`config.mk`:
```
export PLATFORM = sky130hd
export DESIGN_NAME = vga_pattern_gen
export DESIGN_NICKNAME = d
export VERILOG_FILES = /design/src/rtl/vga_pattern_gen_pkg.sv /design/src/rtl/vga_pattern_gen_btn_debounce.sv /design/src/rtl/vga_pattern_gen.sv
export SDC_FILE = /design/constraint.sdc
export NUM_CORES = 1
export LEC_CHECK = 0
export ABC_AREA = 0
export CAP_MARGIN = 30
export CORE_MARGIN = 1.5
export CORE_UTILIZATION = 60
export DETAILED_ROUTE_END_ITERATION = 6
export PLACE_DENSITY_LB_ADDON = 0.25
export SYNTH_ARGS = -nofsm -noshare
export SYNTH_HDL_FRONTEND = slang
export SYNTH_SLANG_ARGS = --single-unit
```
`constraint.sdc`:
```
create_clock -name clk -period 3.7 [get_ports clk]
set_clock_uncertainty 0.2 [all_clocks]
set_input_delay 1.11 -clock clk [delete_from_list [all_inputs] [get_ports clk]]
set_output_delay 1.11 -clock clk [all_outputs]
set_load 0.05 [all_outputs]
```
`src/rtl/vga_pattern_gen_pkg.sv`:
```
// Shared constants, types and helpers for the VGA test-pattern generator.
package vga_pattern_gen_pkg;

    localparam int H_ACTIVE  = 640;
    localparam int V_ACTIVE  = 480;
    localparam int BAR_COUNT = 8;
    localparam int BAR_WIDTH = H_ACTIVE / BAR_COUNT;

    localparam logic [11:0] COLOR_WHITE   = 12'hFFF;
    localparam logic [11:0] COLOR_YELLOW  = 12'hFF0;
    localparam logic [11:0] COLOR_CYAN    = 12'h0FF;
    localparam logic [11:0] COLOR_GREEN   = 12'h0F0;
    localparam logic [11:0] COLOR_MAGENTA = 12'hF0F;
    localparam logic [11:0] COLOR_RED     = 12'hF00;
    localparam logic [11:0] COLOR_BLUE    = 12'h00F;
    localparam logic [11:0] COLOR_BLACK   = 12'h000;

    typedef enum logic [1:0] {
        MODE_BARS    = 2'd0,
        MODE_CHECKER = 2'd1,
        MODE_BOX     = 2'd2,
        MODE_SOLID   = 2'd3
    } mode_e;

    typedef struct packed {
        logic [9:0] pos;
        logic       dir;
    } axis_t;

    function automatic logic [11:0] bar_color(input logic [2:0] idx);
        logic [11:0] color;
        case (idx)
            3'd0:    color = COLOR_WHITE;
            3'd1:    color = COLOR_YELLOW;
            3'd2:    color = COLOR_CYAN;
            3'd3:    color = COLOR_GREEN;
            3'd4:    color = COLOR_MAGENTA;
            3'd5:    color = COLOR_RED;
            3'd6:    color = COLOR_BLUE;
            default: color = COLOR_BLACK;
        endcase
        return color;
    endfunction

    // One frame of box motion on one axis; the 11-bit sums keep the edge tests free of wrap-around.
    function automatic axis_t axis_step(input axis_t cur, input logic [10:0] limit,
                                        input logic [10:0] step);
        axis_t       nxt;
        logic [10:0] pos11;
        nxt   = cur;
        pos11 = {1'b0, cur.pos};
        if (cur.dir) begin
            if (pos11 + step >= limit) begin
                nxt.pos = 10'(limit);
                nxt.dir = 1'b0;
            end else begin
                nxt.pos = 10'(pos11 + step);
            end
        end else begin
            if (pos11 <= step) begin
                nxt.pos = 10'd0;
                nxt.dir = 1'b1;
            end else begin
                nxt.pos = 10'(pos11 - step);
            end
        end
        return nxt;
    endfunction

endpackage

```
`src/rtl/vga_pattern_gen_btn_debounce.sv`:
```
// Push-button conditioning: 2-flop synchronizer, stability counter, rising-edge pulse.
module vga_btn_debounce
    import vga_pattern_gen_pkg::*;
#(
    parameter int DEBOUNCE_CYCLES = 250000
) (
    input  logic clk,
    input  logic rst_n,
    input  logic btn,
    output logic rise
);

    localparam int                CW   = $clog2(DEBOUNCE_CYCLES + 1);
    localparam logic [CW-1:0]     LAST = CW'(DEBOUNCE_CYCLES - 1);

    logic          sync1;
    logic          sync2;
    logic          level;
    logic [CW-1:0] count;

    always_ff @(posedge clk or negedge rst_n) begin
        if (!rst_n) begin
            sync1 <= 1'b0;
            sync2 <= 1'b0;
        end else begin
            sync1 <= btn;
            sync2 <= sync1;
        end
    end

    // Any sample agreeing with the accepted level restarts the count, so only an unbroken run is accepted.
    always_ff @(posedge clk or negedge rst_n) begin
        if (!rst_n) begin
            level <= 1'b0;
            count <= '0;
            rise  <= 1'b0;
        end else begin
            rise <= 1'b0;
            if (sync2 == level) begin
                count <= '0;
            end else if (count == LAST) begin
                level <= sync2;
                count <= '0;
                rise  <= sync2;
            end else begin
                count <= count + 1'b1;
            end
        end
    end

endmodule

```
`src/rtl/vga_pattern_gen.sv`:
```
// Test-pattern generator: four selectable patterns behind a 2-stage pixel pipeline.
module vga_pattern_gen
    import vga_pattern_gen_pkg::*;
#(
    parameter int BOX_SIZE        = 32,
    parameter int BOX_STEP        = 2,
    parameter int DEBOUNCE_CYCLES = 250000
) (
    input  logic        clk,
    input  logic        rst_n,
    input  logic [9:0]  pixel_x,
    input  logic [9:0]  pixel_y,
    input  logic        video_on,
    input  logic        hsync_in,
    input  logic        vsync_in,
    input  logic        mode_btn,
    output logic [11:0] rgb,
    output logic        hsync,
    output logic        vsync,
    output logic [1:0]  mode
);

    localparam logic [10:0] BOX_W  = 11'(BOX_SIZE);
    localparam logic [10:0] STEP_W = 11'(BOX_STEP);
    localparam logic [10:0] X_MAX  = 11'(H_ACTIVE - BOX_SIZE);
    localparam logic [10:0] Y_MAX  = 11'(V_ACTIVE - BOX_SIZE);

    logic        frame_tick;
    logic        btn_rise;
    logic [1:0]  pending_mode;
    mode_e       mode_q;
    axis_t       box_x;
    axis_t       box_y;
    axis_t       box_x_next;
    axis_t       box_y_next;
    logic [2:0]  bar_idx;
    logic        in_box;
    logic [11:0] pix_color;
    logic [11:0] color_d1;
    logic        video_on_d1;
    logic        hsync_d1;
    logic        vsync_d1;

    vga_btn_debounce #(
        .DEBOUNCE_CYCLES(DEBOUNCE_CYCLES)
    ) u_btn_debounce (
        .clk  (clk),
        .rst_n(rst_n),
        .btn  (mode_btn),
        .rise (btn_rise)
    );

    assign frame_tick = (pixel_x == 10'd0) && (pixel_y == 10'(V_ACTIVE));

    // A press collected on the tick cycle lands in pending_mode after mode has sampled it.
    always_ff @(posedge clk or negedge rst_n) begin
        if (!rst_n) begin
            pending_mode <= 2'd0;
            mode_q       <= MODE_BARS;
        end else begin
            if (btn_rise) begin
                pending_mode <= pending_mode + 2'd1;
            end
            if (frame_tick) begin
                mode_q <= mode_e'(pending_mode);
            end
        end
    end

    assign mode = mode_q;

    always_comb begin
        box_x_next = axis_step(box_x, X_MAX, STEP_W);
        box_y_next = axis_step(box_y, Y_MAX, STEP_W);
    end

    // The box keeps moving while other patterns are shown so it never jumps when selected.
    always_ff @(posedge clk or negedge rst_n) begin
        if (!rst_n) begin
            box_x <= '{pos: 10'd0, dir: 1'b1};
            box_y <= '{pos: 10'd0, dir: 1'b1};
        end else if (frame_tick) begin
            box_x <= box_x_next;
            box_y <= box_y_next;
        end
    end

    always_comb begin
        bar_idx = 3'd0;
        for (int i = 1; i < BAR_COUNT; i++) begin
            if (pixel_x >= 10'(i * BAR_WIDTH)) begin
                bar_idx = 3'(i);
            end
        end
    end

    always_comb begin
        in_box = ({1'b0, pixel_x} >= {1'b0, box_x.pos}) &&
                 ({1'b0, pixel_x} <  {1'b0, box_x.pos} + BOX_W) &&
                 ({1'b0, pixel_y} >= {1'b0, box_y.pos}) &&
                 ({1'b0, pixel_y} <  {1'b0, box_y.pos} + BOX_W);
    end

    always_comb begin
        pix_color = COLOR_BLACK;
        case (mode_q)
            MODE_BARS:    pix_color = bar_color(bar_idx);
            MODE_CHECKER: pix_color = (pixel_x[5] ^ pixel_y[5]) ? COLOR_WHITE : COLOR_BLACK;
            MODE_BOX:     pix_color = in_box ? COLOR_RED : COLOR_BLUE;
            MODE_SOLID:   pix_color = COLOR_WHITE;
            default:      pix_color = COLOR_BLACK;
        endcase
    end

    // Colour and both syncs share one pipeline so they leave on the same cycle.
    always_ff @(posedge clk or negedge rst_n) begin
        if (!rst_n) begin
            color_d1    <= COLOR_BLACK;
            video_on_d1 <= 1'b0;
            hsync_d1    <= 1'b1;
            vsync_d1    <= 1'b1;
            rgb         <= COLOR_BLACK;
            hsync       <= 1'b1;
            vsync       <= 1'b1;
        end else begin
            color_d1    <= pix_color;
            video_on_d1 <= video_on;
            hsync_d1    <= hsync_in;
            vsync_d1    <= vsync_in;
            rgb         <= video_on_d1 ? color_d1 : COLOR_BLACK;
            hsync       <= hsync_d1;
            vsync       <= vsync_d1;
        end
    end

endmodule

```
==> results of run 1 <==
critical path, delay by kind of cell:
kind | cells | cell delay [ns]
simple gates | 3 | 1.19
compound gates | 3 | 0.65
buf+inv | 1 | 0.41
layer usage:
layer | global-route usage | up-vias
li1 | - | 1841
met1 | 0.357 | 1883
met2 | 0.504 | 125
met3 | 0.0733 | 34
met4 | 0.139 | 0
met5 | 0 | -
final cells by class:
type | count | area (sq um)
repair buffers | 51 | 480
well taps | 96 | 120
inverters | 29 | 109
fillers | 489 | 1920
multi-input cells | 375 | 2510
clock buffers | 9 | 124
clock inverters | 7 | 103
flip-flops and latches | 57 | 1430
where the power goes:
group          internal [mW]  switching, mW  total (mW)
Clock                  0.384          0.288       0.673
Sequential             0.636        0.00592       0.642
Combinational         0.0677         0.0902       0.158
Total                   1.09          0.384        1.47
Yosys cell counts, types with 6 or more instances:
cell type  instances  area [sq um]
buf_4              9          67.6
xor2_1            11          96.3
o21ai_0           37           185
dfstp_2            6           158
o21a_1             6          45.0
nand2_1           37           139
xnor2_1           16           140
nor3_1            16          80.1
and3_1            10          62.6
or3_1              9          56.3
buf_2              7          35.0
nand3_1           25           125
a21o_1             6          45.0
ha_1              39           488
a21oi_1           26           130
nor2_1            42           158
dfrtp_1           51          1280
clkbuf_1          11          41.3
inv_1             29           109
worst paths after layout:
path                                 start           to  slack (ns)  depth (start not counted)
worst max-delay path            pixel_x[8]     box_x[9]        0.40                          7
worst min-delay path              vsync_d1        vsync        0.16                          0
worst max register to register    box_x[7]  color_d1[3]        0.83                         10
worst min register to register    vsync_d1        vsync        0.16                          0
max in group asynchronous            rst_n     box_y[0]        2.26                          2
min in group asynchronous            rst_n     box_x[8]        0.37                          1
stage by stage:
stage	power (mW)	setup slack, ns	hold WS (ns)	util	area, sq um
global placement	0.806	0.148	0.145	0.685	4650
CTS	1.48	0.428	0.158	0.718	4880
floorplan	0.736	0.771	0.131	-	4220
detailed placement	0.811	0.0652	0.137	0.685	4650
finish	1.47	0.403	0.159	0.718	4880
global route	1.53	0.151	0.162	0.718	4880
state kept, by name (all words and copies together), names as in the netlist:
signal	count
box_y	10
u_btn_debounce.rise	1
mode	2
u_btn_debounce.count	18
color_d1	3
vsync_d1	1
pending_mode	2
u_btn_debounce.sync2	1
rgb	3
video_on_d1	1
u_btn_debounce.level	1
vsync	1
u_btn_debounce.sync1	1
box_x	10
hsync_d1	1
hsync	1
cells by family after synthesis:
| family | after synthesis | synth area share |
|---|---|---|
| buffers and inverters | 58 | 0.0653 |
| xor gates and xnor gates | 27 | 0.0561 |
| muxes | 2 | 0.00534 |
| AOI/OAI and AO/OA | 125 | 0.192 |
| and+or+nand+nor | 182 | 0.226 |
| DFF | 57 | 0.340 |
| adders and majority gates | 39 | 0.116 |
==> results.md, run 1 <==
* # setup viols final at 0
* # DRC at 0
* Cell count after synthesis at a little under 500
* Clk_lat worst skew at ~0.36 ns
* Power per cell area at ~300 nW/um^2
* Post-synthesis sequential area ratio at 0.340
* Global route overflow at 0
* HP Class: register to register
* Most common cell after layout, fill and taps aside: dfrtp_1
* Diode count at 0
* 1st-iter DRT viols at between 150 and 200
* Synth Register Bits at 57
* Min Tclk post-route at approximately 3.3 ns
* Max-slew headroom at 0.570
* Postcts setup bufs at 0
* CTS Hold Bufs at 0
* I/O pin count at 42
* Post-synth ARST share at 1.00
* Die X at 86.8 um
* GRT Resource Usage Total at 0.299
* Initial Util at 0.621
* Syn nets at 555
* Die Height at ~87 um
* CP Capture Type: register
* Post-route ant nets at 0
* CP max FO at 9
* Count of nets after finishing at just under 600
* Setup crit start kind: input pin
* Final period util at 0.891
* Routed met1 length at 4460 um
* Fmax at between 0.3 and 0.4 GHz
* Global-route wire length before repair at approximately 18000 um
* Die Footprint at 7540 sq um
* Met3 WL at about 580 um
* Most frequent cells in the layout: dfrtp_1, nor2_1, clkdlybuf4s50_1
* CP max stage cell: or3_1
* Crit path largest cell delay at just under 0.6 ns
* Area grow syn2layout at 15.7%
* Post-synth EDFFs at 0
* Worst-path clk slew at about 0.08 ns
* Pins Over Slew Limit at 0
* WL/cell at between 15 and 20 um
* Pin count of the biggest net entering global routing at 33
* CTS sink count at between 50 and 60
* Final Hold Fails at 0
* CTS tree: built
* Share of cells above drive strength 1 at 0.0833
* Netlist Area Pre-Place at between 4000 and 5000 sq um
* Top Layer Used: met4
* Core Rows at 30
* Critical Path RT at between 3 and 4 ns
* Drt first pass iters at 5
* Initial antenna violation count at 0
* Deepest clock path buffer count at 2
* Post-Route WL at 10500 um
* CTS H-Tree Depth at 3
* RSZ-0062 raised after global routing: no
* CTS root buf: clkbuf_8
* Core area at roughly 6800 sq um
* Top_reg_cell synth: dfrtp_1
* WL met2 at 5140 um
* CTS Buf Count at 9
* PostCTS Resize Cnt at 0
* IO buf count at 41
* Synth warnings at 0
* Unique cell type count in the Yosys netlist at 70
* Outcome: complete, no violations
* Vias at between 3000 and 4000
* Worst EP arrival at roughly 3.4 ns
* Avg Cell Area, Syn at approximately 8.6 sq um
* Post-Layout Cell Count at 624
* CP Class: input pin to register
* Leakage Power at about 2.1 nW
* Least-Margin Pin Slew at about 0.64 ns
* Vias in the first global route at between 3000 and 4000
* Maximum vdd drop at 0.253 mV
* Crit path cell chain: clkdlybuf4s50_1, nor3_1, nand4b_1, or3_1, o41ai_1, a32oi_1, o31ai_1
* Setup TNS at 0 ns
* Max Cap Viol at 0
* Final GP Congestion at ~0.93
* Vias per inst at about 6.2
* HPWL after detailed placement at 7830 um
* Post-Place Cells at 608
No activity file was read; power rests on OpenSTA's default activity.
==> run 2, diff against run 1 <==
Settings changed: PLACE_DENSITY from default to 0.94, PLACE_DENSITY_LB_ADDON 0.25 to default.
==> run 2 against run 1 <==
Against the previous run:
- cell area about the same
- register-to-register slack improved by 0.06 ns
- power increased by 0.36%
- largest cell class unchanged
- combinational power about the same
- critical endpoint is now box_x[2]
- hold slack improved by 0.00057 ns
==> results.md, run 2 (synthesis gave the netlist of run 1 again) <==
* Tot Pwr at between 1 and 1.5 mW
* Post-route ant nets at 0
* Leakage Power at between 2 and 2.5 nW
* Count of nets after finishing at between 500 and 600
* Vias at between 4000 and 5000
* PostCTS Resize Cnt at 0
* Share of cells above drive strength 1 at 0.0833
* Worst-path clk slew at 0.08 ns
* CTS Buf Count at 9
* Postcts setup bufs at 0
* Power per cell area at a little over 300 nW/um^2
* Pre-CTS WS at approximately 0.096 ns
* CP Capture Type: register
* Pin count of the biggest net entering global routing at between 50 and 60
* # DRC at 0
* Global route overflow at 0
* Reg-to-reg critical path startpoint: box_y[6]
* CTS sink count at 57
* Min-delay src: hsync_d1
* CP max FO at 11
* Global-route wire length before repair at about 18000 um
* Clk_lat worst skew at about 0.36 ns
* RR Endpoint: color_d1[3]
* Die Height at approximately 87 um
* Maximum vdd drop at roughly 0.18 mV
* Core area at between 6000 and 7000 sq um
* Vias in the first global route at 3767
* Fmax at 0.306 GHz
* Post-Route WL at 10800 um
* Reg2Reg Setup Slack at 0.89 ns
* Worst EP arrival at roughly 3.3 ns
* CTS tree: built
* Hold endpoint: hsync
* Diode count at 0
* Top Layer Used: met4
* Area grow syn2layout at 15.6%
* Die X at 86.8 um
* Drt first pass iters at 5
* Max FFs per register at 18
* Final Hold Fails at 0
* # setup viols final at 0
* Max Cap Viol at 0
* Min Tclk post-route at approximately 3.3 ns
* Final period util at 0.882
* Most common cell after layout, fill and taps aside: dfrtp_1
* Leading registers by flop count: u_btn_debounce.count x18, box_x x10, box_y x10
* WL met2 at ~5200 um
* Largest Register: u_btn_debounce.count
* Worst Hold Depth at 0
* Initial antenna violation count at 0
* RSZ-0062 raised after global routing: no
* Critical Path RT at 3.77 ns
* Setup crit start kind: input pin
* Max-slew headroom at 0.518
* GRT Resource Usage Total at 0.304
* Core Rows at 30
* IO buf count at between 40 and 50
* Cells on worst reg2reg path at 9
* WL/cell at between 15 and 20 um
* CTS H-Tree Depth at 3
* CTS Hold Bufs at 0
* Initial Util at 0.621
* HPWL after detailed placement at 7730 um
* Vias per inst at 6.43
* Deepest clock path buffer count at 2
* Met3 WL at between 800 and 900 um
* HP Class: register to register
* 1st-iter DRT viols at about 340
* CP Class: input pin to register
* Least-Margin Pin Slew at a little over 0.7 ns
* Final Core Density at 0.718
* Outcome: complete, no violations
* Routed met1 length at 4400 um
* CTS root buf: clkbuf_8
* Final setup margin at around 0.44 ns
* Setup TNS at 0 ns
* Pins Over Slew Limit at 0
* Final GP Congestion at 0.971
* Most frequent cells in the layout: dfrtp_1, nor2_1, clkdlybuf4s50_1
* Fillers at ~490
* I/O pin count at 42
* Die Footprint at between 7000 and 8000 sq um
## run 2: cell count changes in the layout (fill, tap and decap cells not counted)
cell and delta:
clkinvlp_4 +1, inv_6 +1, clkinv_4 -2
## run 2: cell type report
type | count | area, sq um | area share
clock inverter | 7 | 101 | 0.0208
clock buffer | 9 | 124 | 0.0254
tap | 96 | 120 | 0.0246
timing repair buffer | 51 | 480 | 0.0985
sequential | 57 | 1430 | 0.294
inverter | 29 | 109 | 0.0223
multi-input combinational | 375 | 2510 | 0.514
## run 2: layer usage
layer,vias to the layer above,GRT usage
li1,1841,-
met1,1904,0.379
met2,219,0.498
met3,46,0.0676
met4,0,0.145
met5,-,0
## run 2: worst max path at each step
stage / start / end / slack, ns
3_3_place_gp: pixel_x[9] / box_x[2] / 0.1
2_1_floorplan: pixel_x[6] / box_y[5] / 0.77
4_1_cts: pixel_x[7] / box_x[2] / 0.44
6_report: pixel_x[7] / box_x[2] / 0.44
5_1_grt: pixel_x[7] / box_x[2] / 0.27
3_5_place_dp: pixel_x[7] / box_x[2] / 0.1
## run 2: power breakdown
group / internal (mW) / switching (mW)
registers: 0.635 / 0.00570
logic: 0.0678 / 0.0923
clock network: 0.384 / 0.292
## run 2: stage by stage
| step | std cells | hold slack (ns) | cell area [sq um] |
|---|---|---|---|
| detailed placement | 608 | 0.142 | 4650 |
| CTS | 624 | 0.157 | 4880 |
| global placement | 608 | 0.137 | 4650 |
| finish | 624 | 0.159 | 4880 |
| global route | 624 | 0.168 | 4880 |
| floorplan | 490 | 0.131 | 4220 |
## run 2: critical path, stage by stage
cell	delay (ns)
clkdlybuf4s50_1	0.47
nor3_1	0.31
nand4b_1	0.23
or3_1	0.61
buf_4	0.24
nor3_1	0.16
o21ai_0	0.10
o21ai_0	0.10
